[config.mk]
export PLATFORM = sky130hd
export DESIGN_NAME = cordic_vectoring
export DESIGN_NICKNAME = d
export VERILOG_FILES = /design/src/rtl/cordic_vectoring.sv
export SDC_FILE = /design/constraint.sdc
export NUM_CORES = 1
export LEC_CHECK = 0
export BUFFER_PORTS_ARGS = -buffer_cell sky130_fd_sc_hd__buf_4
export CAP_MARGIN = 30
export CORE_ASPECT_RATIO = 0.75
export CORE_MARGIN = 3
export CORE_UTILIZATION = 45
export DETAILED_ROUTE_END_ITERATION = 7
export HOLD_SLACK_MARGIN = 0.03
export SYNTH_ARGS = -nofsm -noshare
export SYNTH_HDL_FRONTEND = slang
export SYNTH_SLANG_ARGS = --single-unit
export TNS_END_PERCENT = 50
[constraint.sdc]
create_clock -name clk -period 6.6 [get_ports clk]
set_input_delay 0.99 -clock clk [delete_from_list [all_inputs] [get_ports clk]]
set_output_delay 0.99 -clock clk [all_outputs]
set_load 0.005 [all_outputs]
[src/rtl/cordic_vectoring.sv]
// cordic_vectoring
//   Iterative CORDIC in vectoring mode. Converts a packed Cartesian pair
//   (x, y) into a packed magnitude and binary phase angle, one
//   micro-rotation per clock. Uses the same en/busy/data_w/data_r
//   handshake as the rotation-mode datapath.
//
//   Angle format: 2^(B-1) LSB = pi. The result wraps modulo 2^B.
//
// Ports
//   clk     in   system clock, rising edge
//   rst     in   asynchronous active-high reset
//   en      in   start request, sampled only while idle
//   data_w  in   {x[2B-1:B], y[B-1:0]}, signed two's complement
//   busy    out  high while a conversion is in progress
//   done    out  one-cycle pulse when data_r is updated
//   data_r  out  {mag[2B-1:B] unsigned, ang[B-1:0] signed}
//
// Optional build macro
//   CORDIC_VEC_GAIN_COMP_EN  adds a SCALE state that multiplies the
//                            magnitude by ~1/K (0.60725) before output.
//
// state   | meaning
// S_IDLE  | waiting for en; loads and pre-rotates the input
// S_ITER  | one micro-rotation per cycle, i = 0..N-1
// S_SCALE | gain compensation of x (only with the macro defined)
// S_OUT   | saturate magnitude, register data_r, pulse done
module cordic_vectoring #(
  parameter int B = 14,
  parameter int N = 7
) (
  input  logic           clk,
  input  logic           rst,
  input  logic           en,
  input  logic [2*B-1:0] data_w,
  output logic           busy,
  output logic           done,
  output logic [2*B-1:0] data_r
);

  // x/y carry two guard bits: gain ~1.647 * sqrt2, and -(-2^(B-1)).
  localparam int XW = B + 2;
  localparam int ZW = B + 1;
  localparam int IW = (N > 1) ? $clog2(N) : 1;
  localparam logic signed [ZW-1:0] Z_QTR = ZW'(2 ** (B - 2));
  localparam logic [B-1:0] MAG_MAX = '1;

  typedef enum logic [1:0] {S_IDLE, S_ITER, S_SCALE, S_OUT} state_t;

  // atan(2^-i)/pi scaled to 2^31.
  function automatic logic [31:0] atan_raw(input int idx);
    case (idx)
      0:       atan_raw = 32'h2000_0000;
      1:       atan_raw = 32'h12E4_051E;
      2:       atan_raw = 32'h09FB_385B;
      3:       atan_raw = 32'h0511_11D4;
      4:       atan_raw = 32'h028B_0D43;
      5:       atan_raw = 32'h0145_D7E1;
      6:       atan_raw = 32'h00A2_F61E;
      7:       atan_raw = 32'h0051_7C55;
      8:       atan_raw = 32'h0028_BE53;
      9:       atan_raw = 32'h0014_5F2F;
      10:      atan_raw = 32'h000A_2F98;
      11:      atan_raw = 32'h0005_17CC;
      12:      atan_raw = 32'h0002_8BE6;
      13:      atan_raw = 32'h0001_45F3;
      14:      atan_raw = 32'h0000_A2F9;
      15:      atan_raw = 32'h0000_517C;
      default: atan_raw = 32'h0000_0000;
    endcase
  endfunction

  // Round-to-nearest down to the B-bit angle scale.
  function automatic logic signed [ZW-1:0] atan_q(input int idx);
    logic [32:0] v;
    v = {1'b0, atan_raw(idx)} + (33'd1 << (31 - B));
    atan_q = ZW'(v >> (32 - B));
  endfunction

  state_t                 r_state;
  logic signed [XW-1:0]   r_x;
  logic signed [XW-1:0]   r_y;
  logic signed [ZW-1:0]   r_z;
  logic [IW-1:0]          r_i;
  logic                   r_zero;
  logic                   r_busy;
  logic                   r_done;
  logic [2*B-1:0]         r_data;

  logic signed [XW-1:0]   w_x_in, w_y_in, w_x0, w_y0;
  logic signed [XW-1:0]   w_x_sh, w_y_sh, w_x_nx, w_y_nx;
  logic signed [ZW-1:0]   w_z0, w_z_nx, w_atan;
  logic [B-1:0]           w_mag;

  assign w_x_in = {{2{data_w[2*B-1]}}, data_w[2*B-1:B]};
  assign w_y_in = {{2{data_w[B-1]}}, data_w[B-1:0]};
  assign w_x_sh = r_x >>> r_i;
  assign w_y_sh = r_y >>> r_i;
  assign w_atan = atan_q(int'(r_i));

  // Pre-rotation by +/-90 degrees folds the left half-plane onto the right.
  always_comb begin
    w_x0 = w_x_in;
    w_y0 = w_y_in;
    w_z0 = '0;
    if (w_x_in[XW-1]) begin
      if (!w_y_in[XW-1]) begin
        w_x0 = w_y_in;
        w_y0 = -w_x_in;
        w_z0 = Z_QTR;
      end else begin
        w_x0 = -w_y_in;
        w_y0 = w_x_in;
        w_z0 = -Z_QTR;
      end
    end
  end

  always_comb begin
    if (!r_y[XW-1]) begin
      w_x_nx = r_x + w_y_sh;
      w_y_nx = r_y - w_x_sh;
      w_z_nx = r_z + w_atan;
    end else begin
      w_x_nx = r_x - w_y_sh;
      w_y_nx = r_y + w_x_sh;
      w_z_nx = r_z - w_atan;
    end
  end

  // Positive x never exceeds 2^(B+1)-1, so bit B alone flags overflow.
  always_comb begin
    w_mag = r_x[B-1:0];
    if (r_x[XW-1])
      w_mag = '0;
    else if (r_x[B])
      w_mag = MAG_MAX;
  end

`ifdef CORDIC_VEC_GAIN_COMP_EN
  // x * (2^-1 + 2^-3 - 2^-6 - 2^-9 - 2^-13), summed exactly then truncated.
  logic signed [XW+12:0] w_xe, w_prod;
  logic signed [XW-1:0]  w_scaled;
  assign w_xe     = {{13{r_x[XW-1]}}, r_x};
  assign w_prod   = (w_xe <<< 12) + (w_xe <<< 10) - (w_xe <<< 7) - (w_xe <<< 4) - w_xe;
  assign w_scaled = w_prod[XW+12:13];
`endif

  always_ff @(posedge clk or posedge rst) begin
    if (rst) begin
      r_state <= S_IDLE;
      r_x     <= '0;
      r_y     <= '0;
      r_z     <= '0;
      r_i     <= '0;
      r_zero  <= 1'b0;
      r_busy  <= 1'b0;
      r_done  <= 1'b0;
      r_data  <= '0;
    end else begin
      r_done <= 1'b0;
      case (r_state)
        S_IDLE: begin
          if (en) begin
            r_x     <= w_x0;
            r_y     <= w_y0;
            r_z     <= w_z0;
            r_i     <= '0;
            r_zero  <= (data_w == '0);
            r_busy  <= 1'b1;
            r_state <= S_ITER;
          end
        end
        S_ITER: begin
          r_x <= w_x_nx;
          r_y <= w_y_nx;
          r_z <= w_z_nx;
          if (r_i == IW'(N - 1)) begin
`ifdef CORDIC_VEC_GAIN_COMP_EN
            r_state <= S_SCALE;
`else
            r_state <= S_OUT;
`endif
          end else begin
            r_i <= r_i + IW'(1);
          end
        end
`ifdef CORDIC_VEC_GAIN_COMP_EN
        S_SCALE: begin
          r_x     <= w_scaled;
          r_state <= S_OUT;
        end
`endif
        S_OUT: begin
          r_data  <= r_zero ? '0 : {w_mag, r_z[B-1:0]};
          r_done  <= 1'b1;
          r_busy  <= 1'b0;
          r_state <= S_IDLE;
        end
        default: r_state <= S_IDLE;
      endcase
    end
  end

  assign busy   = r_busy;
  assign done   = r_done;
  assign data_r = r_data;

endmodule

After elaboration in Yosys (flattened, before gate mapping):

Memories as Yosys holds them, arrays and structs flattened.
Index checks and enable logic that the tools add are counted.

* add/sub/neg operators: 10
* eq/ne operators: 6
* shifts and indexed selects: 2
* multiplexer cells: 27
* reductions and logical operators: 9

Operators by type and width (number)
* $mux W16: 8
* $pmux W16 S2: 2
* $mux W15: 4
* $add A32 B18 Y33 const B: 1
* $add A16 B16 Y16: 2
* $neg A14 Y16: 2
* $sshr A16 B3 Y16: 2
* $sub A16 B16 Y16: 2
* $pmux W15 S2: 1
* $logic_not A28 Y1: 1
* $mux W14: 2
* $mux W28: 1
* $add A15 B15 Y15: 1
* $sub A15 B15 Y15: 1
* $reduce_and A2 Y1: 4
* $mux W3: 2
* $ne A2 B2 Y1 const B: 3
* $pmux W3 S2: 1
* $mux W2: 2
* $pmux W2 S2: 1
* $reduce_bool A2 Y1: 2
* $add A3 B1 Y3 const B: 1
* $eq A3 B3 Y1 const B: 1
* $reduce_and A3 Y1: 1
* 5 further kinds: 6

* register bits: 83
* bits in read-only memories: 240
* bits of input ports: 31
* output and inout bits: 30
* memories kept: 1

Memory list
* (name not given): depth 8, bits a word 30, rd ports 1, clocked after memory_dff 0, write ports 0, line 51 `case (idx)`

Depth between registers and ports, before layout:

* depth after elaboration: 5
* mapped depth: 23
* depth with buffers taken out: 19

Least setup slack after synthesis:

OpenSTA, ideal clock, no wires.

* path kind: reg2reg
* start: register r_i[0]
* end: register r_z[13]
* data arrival time: 4.367 ns
* setup slack: 2.099 ns
* cell stages (with the launch flop): 23
* clock period less this slack: 4.501 ns
* cells stage by stage: dfrtp_1 -> buf_6 -> buf_6 -> buf_2 -> inv_1 -> ha_1 -> clkbuf_8 -> nand2b_1 -> ha_1 -> xnor2_1 -> inv_1 -> ha_1 -> mux2_2 -> inv_1 -> ha_1 -> nor2b_1 -> o31ai_1 -> a21oi_1 -> a41o_1 -> o41ai_1 -> o21ai_0 -> xnor2_1 -> a21oi_1

* word-level cells in the longest chain between the ends: 5

RTL lines
* from (decl): line 83 `logic [IW-1:0] r_i;`
* from (signal assigned): line 184 `r_i <= r_i + IW'(1);`
* $mem_v2 Z8 W30 *
* $add A32 B18 Y33 *: line 75 `v = {1'b0, atan_raw(idx)} + (33'd1 << (31 - B));`
* $add A15 B15 Y15 or $sub A15 B15 Y15 (tied branches): line 122, 126
* $mux W15 *: line 119 `if (!r_y[XW-1]) begin`
* $pmux W15 S2 *: line 161 `case (r_state)`
* to (signal assigned): line 166 `r_z <= w_z0;`
* to (signal assigned): line 176 `r_z <= w_z_nx;`
* to (decl): line 82 `logic signed [ZW-1:0] r_z;`

Every way passes the cells marked *; elsewhere a longest branch is shown, timed or not.
A chain may end at the register's enable or synchronous reset.

Worst setup path after layout:

Same ends and word-level chain as after synthesis.

==> summary.txt <==
SYNTH
----------------------------------------------------------------------------------------
Post-synthesis register bit count .........................................           82
Synth async-reset ratio ...................................................         100%
Post-synthesis instance area .............................................. 0.00875 sq mm
Post-synth top flop ....................................................... sky130_fd_sc_hd__dfrtp_1
Number of unique standard cell types used by synthesis ....................           75
Post-Syn Instances ........................................................         1061
Net count after synthesis .................................................         1149
Post-synthesis sequential area ratio ......................................        23.5%
Count of flip-flops with a built-in enable after synthesis ................            0
Post-Synthesis Mean Instance Area .........................................   8.24 sq um
Yosys synthesis warning count .............................................            0

CLOCKING
----------------------------------------------------------------------------------------
Number of buffers added by the clock tree synthesis step ..................            9
Clock Sinks ...............................................................           82
Cell at the root of the clock tree ........................................ sky130_fd_sc_hd__clkbuf_16
CTS tree ..................................................................          yes
Max Root-Sink Buffers .....................................................            2
Clock latency reported for the late side of the worst-skew pair ...........      0.36 ns
Register clock-pin slew on the reported worst setup and hold paths ........      0.07 ns
Setup Buffers After CTS ...................................................            0
PostCTS Resize Cnt ........................................................            0
Count of H-tree levels built during CTS ...................................            3
Number of buffers inserted by hold repair at cts ..........................            0

GLOBAL ROUTING
----------------------------------------------------------------------------------------
Largest net degree at the start of global routing .........................           60
Vias in the first global route ............................................         7285
Total global routing overflow .............................................            0
Total track usage .........................................................        24.5%
Wire length of the first global-routing pass ..............................      41.7 mm
Antenna violations before repair ..........................................            0

FINAL LAYOUT
----------------------------------------------------------------------------------------
Antenna diode count .......................................................            0
Most common cell after layout, fill and taps aside ........................ sky130_fd_sc_hd__nand2_1
Synth-to-layout area growth ...............................................        8.67%
# nets final ..............................................................         1167
Fill cell count ...........................................................         1743
Most frequent cells in the layout ......................................... 118 x sky130_fd_sc_hd__nand2_1, 94 x sky130_fd_sc_hd__nor2_1, 91 x sky130_fd_sc_hd__a21oi_1
Fraction of layout instances using a drive strength above 1 ...............        12.1%

FLOORPLANNING
----------------------------------------------------------------------------------------
Initial standard-cell utilization of the core .............................        46.6%
Floorplan die height ......................................................       127 um
Total number of placement rows ............................................           43
Area of the placeable core ................................................ 0.0188 sq mm
Boundary Pins .............................................................           61
Total Die Area ............................................................ 0.0212 sq mm
Die W .....................................................................       167 um

STA
----------------------------------------------------------------------------------------
Max Clk Rate ..............................................................    0.187 GHz
Unrepaired setup endpoints after global routing ...........................        false
Final setup violation count ...............................................            0
Final hold violation count ................................................            0
Portion of the clock cycle consumed by the worst path in the final layout .        80.8%
Final count of pins violating max slew ....................................            0
Total negative slack ......................................................         0 ns
Slew @ Worst Pin ..........................................................     0.960 ns
Final worst path period need ..............................................      5.34 ns
Final worst clock skew ....................................................    0.0118 ns
Worst relative slew slack .................................................        35.8%

SETUP PATH
----------------------------------------------------------------------------------------
Worst-case register-to-register setup slack ...............................      1.26 ns
Worst-path fanout max .....................................................           32
Class of the most critical setup path ..................................... register to register
Signal arrival time at the worst endpoint .................................      5.55 ns
Category of the worst setup path launch point .............................     register
Crit path required time ...................................................      6.81 ns
Crit path capture type ....................................................     register

DRT
----------------------------------------------------------------------------------------
Residual DRC ..............................................................            0
Antenna-violating nets left ...............................................            0
Final Routed Wirelength ...................................................      25.9 mm
Drt initial violations ....................................................          626
Pre-Repair DR Iteration Count .............................................            5
Number of vias per cell after detailed routing ............................         6.05
Total number of vias ......................................................         8048
Average routed wire per standard cell .....................................      19.5 um

PLACEMENT
----------------------------------------------------------------------------------------
IO Port Bufs ..............................................................           60
Weighted congestion at the end of routability-driven global placement .....        0.911
Post-DP HPWL ..............................................................      19.1 mm

OUTCOME
----------------------------------------------------------------------------------------
Status .................................................................... finished, final reports clean

WORST HOLD PATH
----------------------------------------------------------------------------------------
Path category of the worst min-delay check ................................ register to register

FLOW RUN
----------------------------------------------------------------------------------------
Number of max-cap violations ..............................................            0

[cell usage after synthesis (all sizes together) (27+ instances only)]
cell / count / area (sq um)
ha: 54 / 676
a21oi: 91 / 455
a211oi: 46 / 345
inv: 27 / 101
mux2i: 27 / 270
nand3: 28 / 145
o21ai: 89 / 445
xor2: 43 / 377
xnor2: 45 / 394
nor2: 94 / 353
dfrtp: 82 / 2050
nand2: 119 / 447
clkbuf: 42 / 181
[final cells by class]
cell class	instances	area, sq um	area share (%)
Multi-Input combinational cell	888	6210	65.3
Sequential cell	82	2050	21.6
Clock inverter	7	76.3	0.803
Timing Repair Buffer	70	526	5.53
Tap cell	247	309	3.25
Clock buffer	9	225	2.37
Inverter	28	106	1.12
[state kept, by name, indices dropped and copies added (netlist names)]
register  count
done          1
r_i           3
r_y          16
r_zero        1
busy          1
r_x          16
data_r       28
r_state       2
r_z          14
[path summary, 6_finish.rpt]
path | start | to | cells past startpoint
max reg2reg | r_i[0] | r_z[13] | 18
min | data_r[6] | data_r[6] | 2
min in group asynchronous | rst | done | 2
max in group asynchronous | rst | r_i[0] | 3
max | r_i[0] | r_z[13] | 18
min reg2reg | data_r[6] | data_r[6] | 2
[logic make-up after synthesis]
kind of cell             after synthesis  synth area share, %
XOR/XNOR                              88                 8.81
flip-flops                            82                 23.5
buffers and inverters                 91                 5.66
AND/OR/NAND/NOR                      360                 19.6
AO/OA/AOI/OAI                        323                 23.0
adder cells (fa/ha/maj)               57                 8.41
multiplexers                          60                 11.0
[per-stage QoR]
| step | utilization, % | cells | instance area (sq um) | setup WS [ns] | hold slack, ns |
|---|---|---|---|---|---|
| 5_1_grt | 50.6 | 1331 | 9510 | 0.900 | 0.511 |
| 4_1_cts | 50.6 | 1331 | 9510 | 1.39 | 0.489 |
| 3_5_place_dp | 49.0 | 1315 | 9200 | 1.44 | 0.466 |
| 2_1_floorplan | - | 1061 | 8750 | 2.10 | 0.469 |
| 6_report | 50.6 | 1331 | 9510 | 1.26 | 0.486 |
| 3_3_place_gp | 49.0 | 1315 | 9200 | 1.57 | 0.464 |
[worst max-delay path, cell delays in order (launching register included)]
cell                       delay [ns]
sky130_fd_sc_hd__dfrtp_2         0.81
sky130_fd_sc_hd__inv_1           0.20
sky130_fd_sc_hd__ha_1            0.41
sky130_fd_sc_hd__nand2b_1        0.22
sky130_fd_sc_hd__ha_1            0.22
sky130_fd_sc_hd__xnor2_1         0.39
sky130_fd_sc_hd__inv_1           0.09
sky130_fd_sc_hd__ha_1            0.29
sky130_fd_sc_hd__mux2_2          0.29
sky130_fd_sc_hd__inv_1           0.06
sky130_fd_sc_hd__ha_1            0.21
sky130_fd_sc_hd__nor2b_1         0.15
sky130_fd_sc_hd__o31ai_1         0.35
sky130_fd_sc_hd__a21oi_1         0.18
sky130_fd_sc_hd__a41o_1          0.30
sky130_fd_sc_hd__o41ai_1         0.54
sky130_fd_sc_hd__o21ai_0         0.22
sky130_fd_sc_hd__xnor2_1         0.18
sky130_fd_sc_hd__a21oi_1         0.08
[layer usage]
layer / vias to the layer above / track usage [%] / part of all wire [%]
met5: - / 0 / 0
met4: 0 / 4.17 / 1.0
met3: 25 / 6.79 / 9.9
met2: 288 / 31.3 / 37
met1: 3806 / 40.2 / 52
li1: 3929 / - / -
Power is not shown: default switching activity piles up to over one toggle a cycle in this logic, so the estimate is an artifact.
